[config.mk]
export PLATFORM = sky130hd
export DESIGN_NAME = spis_stream
export DESIGN_NICKNAME = d
export VERILOG_FILES = /design/src/rtl/spis_pkg.sv /design/src/rtl/spis_fifo.sv /design/src/rtl/spis_stream.sv
export SDC_FILE = /design/constraint.sdc
export NUM_CORES = 1
export LEC_CHECK = 0
export CAP_MARGIN = 20
export CORE_MARGIN = 3
export CORE_UTILIZATION = 45
export DETAILED_ROUTE_END_ITERATION = 8
export PLACE_DENSITY = 0.75
export SLEW_MARGIN = 20
export SYNTH_ARGS = -nofsm -noshare
export SYNTH_HDL_FRONTEND = slang
export SYNTH_SLANG_ARGS = --single-unit
[constraint.sdc]
create_clock -name clk -period 3.27 [get_ports clk]
set_clock_uncertainty 0.2 [all_clocks]
set_input_delay 0.654 -clock clk [delete_from_list [all_inputs] [get_ports clk]]
set_output_delay 0.654 -clock clk [all_outputs]
set_load 0.03 [all_outputs]
[src/rtl/spis_pkg.sv]
// spis_pkg: edge-role selection and width helpers shared by the SPI slave and its FIFOs.
package spis_pkg;
  typedef struct packed {
    logic sample_rise;
    logic update_rise;
  } edge_sel_t;
  function automatic edge_sel_t edge_roles(input int cpol, input int cpha);
    edge_sel_t e;
    e.sample_rise = cpol == cpha;
    e.update_rise = cpol != cpha;
    return e;
  endfunction
  function automatic int cnt_w(input int dw);
    return $clog2(dw);
  endfunction
  function automatic int ptr_w(input int depth);
    return $clog2(depth);
  endfunction
endpackage

[src/rtl/spis_fifo.sv]
// spis_fifo: first-word-fall-through FIFO; data output reads zero while empty.
module spis_fifo import spis_pkg::*; #(
  parameter int DW    = 8,
  parameter int DEPTH = 4
) (
  input  logic          clk,
  input  logic          rst_n,
  input  logic          wr_en_i,
  input  logic [DW-1:0] wr_data_i,
  output logic          full_o,
  input  logic          rd_en_i,
  output logic [DW-1:0] rd_data_o,
  output logic          empty_o
);
  localparam int PW = ptr_w(DEPTH);
  logic [DW-1:0] mem_q [DEPTH];
  logic [PW:0] wp_q, wp_d, rp_q, rp_d;
  logic wr_ok, rd_ok;
  // a write into a full FIFO is accepted when a read frees a slot in the same cycle
  always_comb begin
    empty_o   = wp_q == rp_q;
    full_o    = wp_q == {~rp_q[PW], rp_q[PW-1:0]};
    rd_ok     = rd_en_i && !empty_o;
    wr_ok     = wr_en_i && (!full_o || rd_ok);
    wp_d      = wp_q + {{PW{1'b0}}, wr_ok};
    rp_d      = rp_q + {{PW{1'b0}}, rd_ok};
    rd_data_o = empty_o ? '0 : mem_q[rp_q[PW-1:0]];
  end
  always_ff @(posedge clk or negedge rst_n)
    if (!rst_n) begin
      wp_q <= '0;
      rp_q <= '0;
    end else begin
      wp_q <= wp_d;
      rp_q <= rp_d;
    end
  always_ff @(posedge clk)
    if (wr_ok) mem_q[wp_q[PW-1:0]] <= wr_data_i;
endmodule

[src/rtl/spis_stream.sv]
// spis_stream: SPI slave bridging an external master onto AXI-Stream TX (MISO) and RX (MOSI) channels.
module spis_stream import spis_pkg::*; #(
  parameter int DW          = 8,
  parameter int CPOL        = 0,
  parameter int CPHA        = 0,
  parameter int MSB_FIRST   = 1,
  parameter int TX_DEPTH    = 4,
  parameter int RX_DEPTH    = 4,
  parameter int SYNC_STAGES = 2
) (
  input  logic          clk,
  input  logic          rst_n,
  input  logic [DW-1:0] s_axis_tdata,
  input  logic          s_axis_tvalid,
  output logic          s_axis_tready,
  output logic [DW-1:0] m_axis_tdata,
  output logic          m_axis_tvalid,
  input  logic          m_axis_tready,
  input  logic          cs,
  input  logic          sclk,
  input  logic          mosi,
  output logic          miso,
  output logic          tx_underrun,
  output logic          rx_overrun
);
  localparam int CW = cnt_w(DW);
  localparam edge_sel_t ES = edge_roles(CPOL, CPHA);
  localparam logic [CW-1:0] LAST = CW'(DW - 1);
  logic [SYNC_STAGES-1:0] cs_sync_q, sclk_sync_q, mosi_sync_q;
  logic cs_prev_q, sclk_prev_q;
  logic cs_s, sclk_s, mosi_s, cs_fall, cs_rise, sclk_rise, sclk_fall, sample_edge, update_edge;
  logic [CW-1:0] tx_cnt_q, tx_cnt_d, rx_cnt_q, rx_cnt_d;
  logic [DW-1:0] tx_shift_q, tx_shift_d, rx_shift_q, rx_shift_d, tx_next, rx_next, tx_word;
  logic miso_q, miso_d, und_q, und_d, ovr_q, ovr_d;
  logic tx_ev, rx_ev, tx_pop, rx_push, tx_full, tx_empty, rx_full, rx_empty;
  always_ff @(posedge clk or negedge rst_n)
    if (!rst_n) begin
      cs_sync_q   <= '1;
      sclk_sync_q <= {SYNC_STAGES{CPOL != 0}};
      mosi_sync_q <= '0;
      cs_prev_q   <= 1'b1;
      sclk_prev_q <= CPOL != 0;
    end else begin
      cs_sync_q   <= {cs_sync_q[SYNC_STAGES-2:0], cs};
      sclk_sync_q <= {sclk_sync_q[SYNC_STAGES-2:0], sclk};
      mosi_sync_q <= {mosi_sync_q[SYNC_STAGES-2:0], mosi};
      cs_prev_q   <= cs_s;
      sclk_prev_q <= sclk_s;
    end
  always_comb begin
    cs_s        = cs_sync_q[SYNC_STAGES-1];
    sclk_s      = sclk_sync_q[SYNC_STAGES-1];
    mosi_s      = mosi_sync_q[SYNC_STAGES-1];
    cs_fall     = cs_prev_q && !cs_s;
    cs_rise     = !cs_prev_q && cs_s;
    sclk_rise   = !sclk_prev_q && sclk_s;
    sclk_fall   = sclk_prev_q && !sclk_s;
    sample_edge = ES.sample_rise ? sclk_rise : sclk_fall;
    update_edge = ES.update_rise ? sclk_rise : sclk_fall;
    tx_ev       = (CPHA == 0 && cs_fall) || (!cs_s && update_edge);
    rx_ev       = !cs_s && sample_edge;
    tx_pop      = tx_ev && tx_cnt_q == '0;
    rx_push     = rx_ev && rx_cnt_q == LAST;
    tx_next     = tx_pop ? tx_word : MSB_FIRST != 0 ? tx_shift_q << 1 : tx_shift_q >> 1;
    rx_next     = MSB_FIRST != 0 ? {rx_shift_q[DW-2:0], mosi_s} : {mosi_s, rx_shift_q[DW-1:1]};
    tx_cnt_d    = cs_rise ? '0 : tx_ev ? (tx_cnt_q == LAST ? '0 : tx_cnt_q + CW'(1)) : tx_cnt_q;
    rx_cnt_d    = cs_rise || rx_push ? '0 : rx_ev ? rx_cnt_q + CW'(1) : rx_cnt_q;
    tx_shift_d  = cs_rise ? '0 : tx_ev ? tx_next : tx_shift_q;
    rx_shift_d  = cs_rise ? '0 : rx_ev ? rx_next : rx_shift_q;
    miso_d      = cs_rise ? 1'b0 : tx_ev ? (MSB_FIRST != 0 ? tx_next[DW-1] : tx_next[0]) : miso_q;
    und_d       = tx_pop && tx_empty;
    ovr_d       = rx_push && rx_full && !m_axis_tready;
  end
  always_ff @(posedge clk or negedge rst_n)
    if (!rst_n) begin
      tx_cnt_q   <= '0;
      rx_cnt_q   <= '0;
      tx_shift_q <= '0;
      rx_shift_q <= '0;
      miso_q     <= 1'b0;
      und_q      <= 1'b0;
      ovr_q      <= 1'b0;
    end else begin
      tx_cnt_q   <= tx_cnt_d;
      rx_cnt_q   <= rx_cnt_d;
      tx_shift_q <= tx_shift_d;
      rx_shift_q <= rx_shift_d;
      miso_q     <= miso_d;
      und_q      <= und_d;
      ovr_q      <= ovr_d;
    end
  spis_fifo #(.DW(DW), .DEPTH(TX_DEPTH)) u_tx_fifo (
    .clk(clk), .rst_n(rst_n),
    .wr_en_i(s_axis_tvalid), .wr_data_i(s_axis_tdata), .full_o(tx_full),
    .rd_en_i(tx_pop), .rd_data_o(tx_word), .empty_o(tx_empty)
  );
  spis_fifo #(.DW(DW), .DEPTH(RX_DEPTH)) u_rx_fifo (
    .clk(clk), .rst_n(rst_n),
    .wr_en_i(rx_push), .wr_data_i(rx_next), .full_o(rx_full),
    .rd_en_i(m_axis_tready), .rd_data_o(m_axis_tdata), .empty_o(rx_empty)
  );
  // the raw pin gates miso so it reads 0 as soon as the master deselects
  assign miso          = miso_q && !cs;
  assign s_axis_tready = !tx_full;
  assign m_axis_tvalid = !rx_empty;
  assign tx_underrun   = und_q;
  assign rx_overrun    = ovr_q;
endmodule

==> reports/results.tsv <==
metric	value	unit
most common cell in the synthesized netlist	edfxtp_1	
number of synthesized flops with an enable pin	64	
hold_sp	mosi_sync_q[0]	
post-synthesis sequential area ratio	68.6	%
GRT Overall Usage	13.6	%
Tot Pwr	3.84	mW
clock-pin slew on the worst setup and hold paths	0.11	ns
CP Data Required Time	2.42	ns
critical path launch point	u_rx_fifo.rp_q[0]	
Non-Filler Instances	452	
root buffer cell	clkbuf_8	
Core Area	9330	µm²
post-layout worst setup margin	0.154	ns
crit path max fanout	14	
DIE AREA	10900	µm²
Synth Flop Type	edfxtp_1	
number of synthesized register bits	107	
Die W	105	µm
Syn Area/Cell	15.7	µm²
total leakage power	1.99	nW
initial antenna violation count	0	
setup bufs post-CTS	0	
crit path kind	reg2out	
distinct cell type count after synthesis	43	
DRT iter0 DRCs	111	
Async SR Flop Fraction	40.2	%
nets@finish	346	
Area growth syn-to-layout	15.4	%
1st-pass router iterations	4	
setup_tns	0	ns
Synthesis Warnings	0	
Synth top cells by count	edfxtp_1, dfrtp_1, nand2_1	
Synth top area share	43.9	%
DRT Wirelength	6800	µm
Slew Viols, Final	0	
Hold WS	0.164	ns
Tmin final	3.12	ns
final core utilization	54.2	%
Final ANT Viol Nets	0	
Sink Count	107	
# IOs	28	
Clock Tree Buf Depth	2	
Comb power frac	30.0	%
FF-to-FF Start	u_tx_fifo.rp_q[0]	
Psw	1.23	mW
initial core utilization	46.9	%
Final Cycle Share	95.3	%
# diodes	0	
endpoints failing hold	0	
status	finished clean	
Hold Crit Class	reg2reg	
instance area at placement	4840	µm²
crit path launch type	register	
max frequency	321	MHz
CTS tree	yes	
dpl cells	436	
Final Cell Area	5050	µm²
main area contributors after synthesis	edfxtp_1, dfrtp_1, mux4_1	
crit end category	output pin	
number of global-route vias before repair	2518	
worst-margin pin slew	0.950	ns
sw frac	32.0	%
first-pass GRT wire length	11800	µm
Site Rows	35	
Max-cap violations	0	
unrepaired setup endpoints after global routing	no	
power per cell area	761	nW/µm²
Syn Std Cell Area	4380	µm²
DR vias	2330	
Post-route DRC	0	
WP data arrival	2.26	ns
TritonCTS buffer count	9	
clock network fraction of total power	22.0	%
Peak supply drop	416	µV
register share of total power	48.0	%
port buffer count	27	
synthesized instance count	278	
max_slew headroom	36.6	%
final setup vio count	0	
worst-skew pair later-pin latency	0.37	ns
Vias/cell	5.15	
CTS HTree Levels	3	
FF-to-FF setup slack	0.76	ns
Place WS	0.331	ns
routability-driven placement congestion ratio	0.726	
hpwl dp	4780	µm
Mapped Nets	306	
share of post-route cells with drive strength above 1	13.6	%
cell internal pwr	2.61	mW
Synth area leader	edfxtp_1	
Avg WL per Cell	15.0	µm
largest net degree at the start of global routing	44	
Die H	105	µm
GRT Residual Overflow	0	
[worst max-delay path, cell delays in order, from the launching register on]
cell             delay, ns
dfrtp_2               0.61
mux4_2                0.56
nor2b_1               0.14
clkdlybuf4s50_1       0.58
[placed cells by master (no fill, tap or decap), types with 2 or more instances in the layout]
cell,synthesis,layout
a21oi_1,3,3
a22oi_1,3,3
a31oi_1,2,2
and3_1,2,2
buf_4,0,10
clkbuf_8,0,9
clkdlybuf4s50_1,0,26
dfrtp_1,40,39
dfstp_2,3,3
edfxtp_1,64,64
ha_1,13,13
inv_1,24,24
inv_6,0,2
inv_8,0,3
mux2i_1,2,2
mux4_1,8,8
mux4_2,8,8
nand2_1,27,27
nand2b_1,2,2
nand3_1,7,7
nand3b_1,2,2
nor2_1,4,4
nor2b_1,11,11
nor3_1,4,4
nor3b_1,5,5
o221ai_1,7,7
o22ai_1,3,3
xnor2_1,4,4
xor2_1,7,7
[power groups by stage]
| stage | sequential (mW) | clock, mW | combinational, mW |
|---|---|---|---|
| after detailed placement | 1.87 | 0 | 1.17 |
| after global routing | 1.88 | 0.930 | 1.27 |
| after CTS | 1.85 | 0.873 | 1.17 |
| after floorplan | 1.78 | 0 | 0.888 |
| after global placement | 1.86 | 0 | 1.13 |
| final | 1.84 | 0.846 | 1.15 |
[cell type report]
type	count	area, µm²
multi-input combinational	138	1240
fill	761	4280
inverter	25	93.8
tap	129	161
sequential	107	3000
timing repair buffer	37	340
clock inverter	7	88.8
clock buffer	9	124
[final timing paths]
check / endpoint / cells after the start
max reg2reg: u_tx_fifo.rp_q[2] / 7
min reg2reg: mosi_sync_q[1] / 0
max: m_axis_tdata[7] / 3
min in group asynchronous: u_rx_fifo.rp_q[2] / 1
min: mosi_sync_q[1] / 0
max in group asynchronous: u_rx_fifo.rp_q[0] / 1
[cells by family after synthesis]
group	after synthesis	share of synthesized area [%]
xor+xnor	11	2.20
buf+inv	33	3.12
fa+ha+maj	13	3.72
compound gates	24	4.35
flops	107	68.6
simple gates	72	8.66
mux	18	9.38
[sequential cells by signal, summed over array words and instances, names as in the netlist]
register	flops
mosi_sync_q	2
rx_cnt_q	3
tx_shift_q	7
tx_cnt_q	3
u_tx_fifo.rp_q	3
cs_sync_q	2
sclk_prev_q	1
tx_underrun	1
u_rx_fifo.rp_q	3
u_rx_fifo.wp_q	3
u_rx_fifo.mem_q	32
miso_q	1
rx_overrun	1
u_tx_fifo.mem_q	32
cs_prev_q	1
rx_shift_q	7
u_tx_fifo.wp_q	3
sclk_sync_q	2
[metal layers]
layer  global-route usage (%)  routed length (µm)  vias up  share of wire (%)
li1                         -                   -     1108                  -
met1                     15.8                2820     1153                 41
met2                     23.9                3560       56                 52
met3                     3.89                 298       13                4.4
met4                     4.78                 116        0                1.7
met5                        0                   0        -                  0
[what timing repair did]
| item | 4_1_cts | 5_1_grt |
|---|---|---|
| resized for setup | 1 | 0 |
| setup endpoints to repair | 9 | 0 |
| hold buffers | 0 | 0 |
| hold endpoints to repair | 0 | 0 |
(Power assumes the default switching activity.)
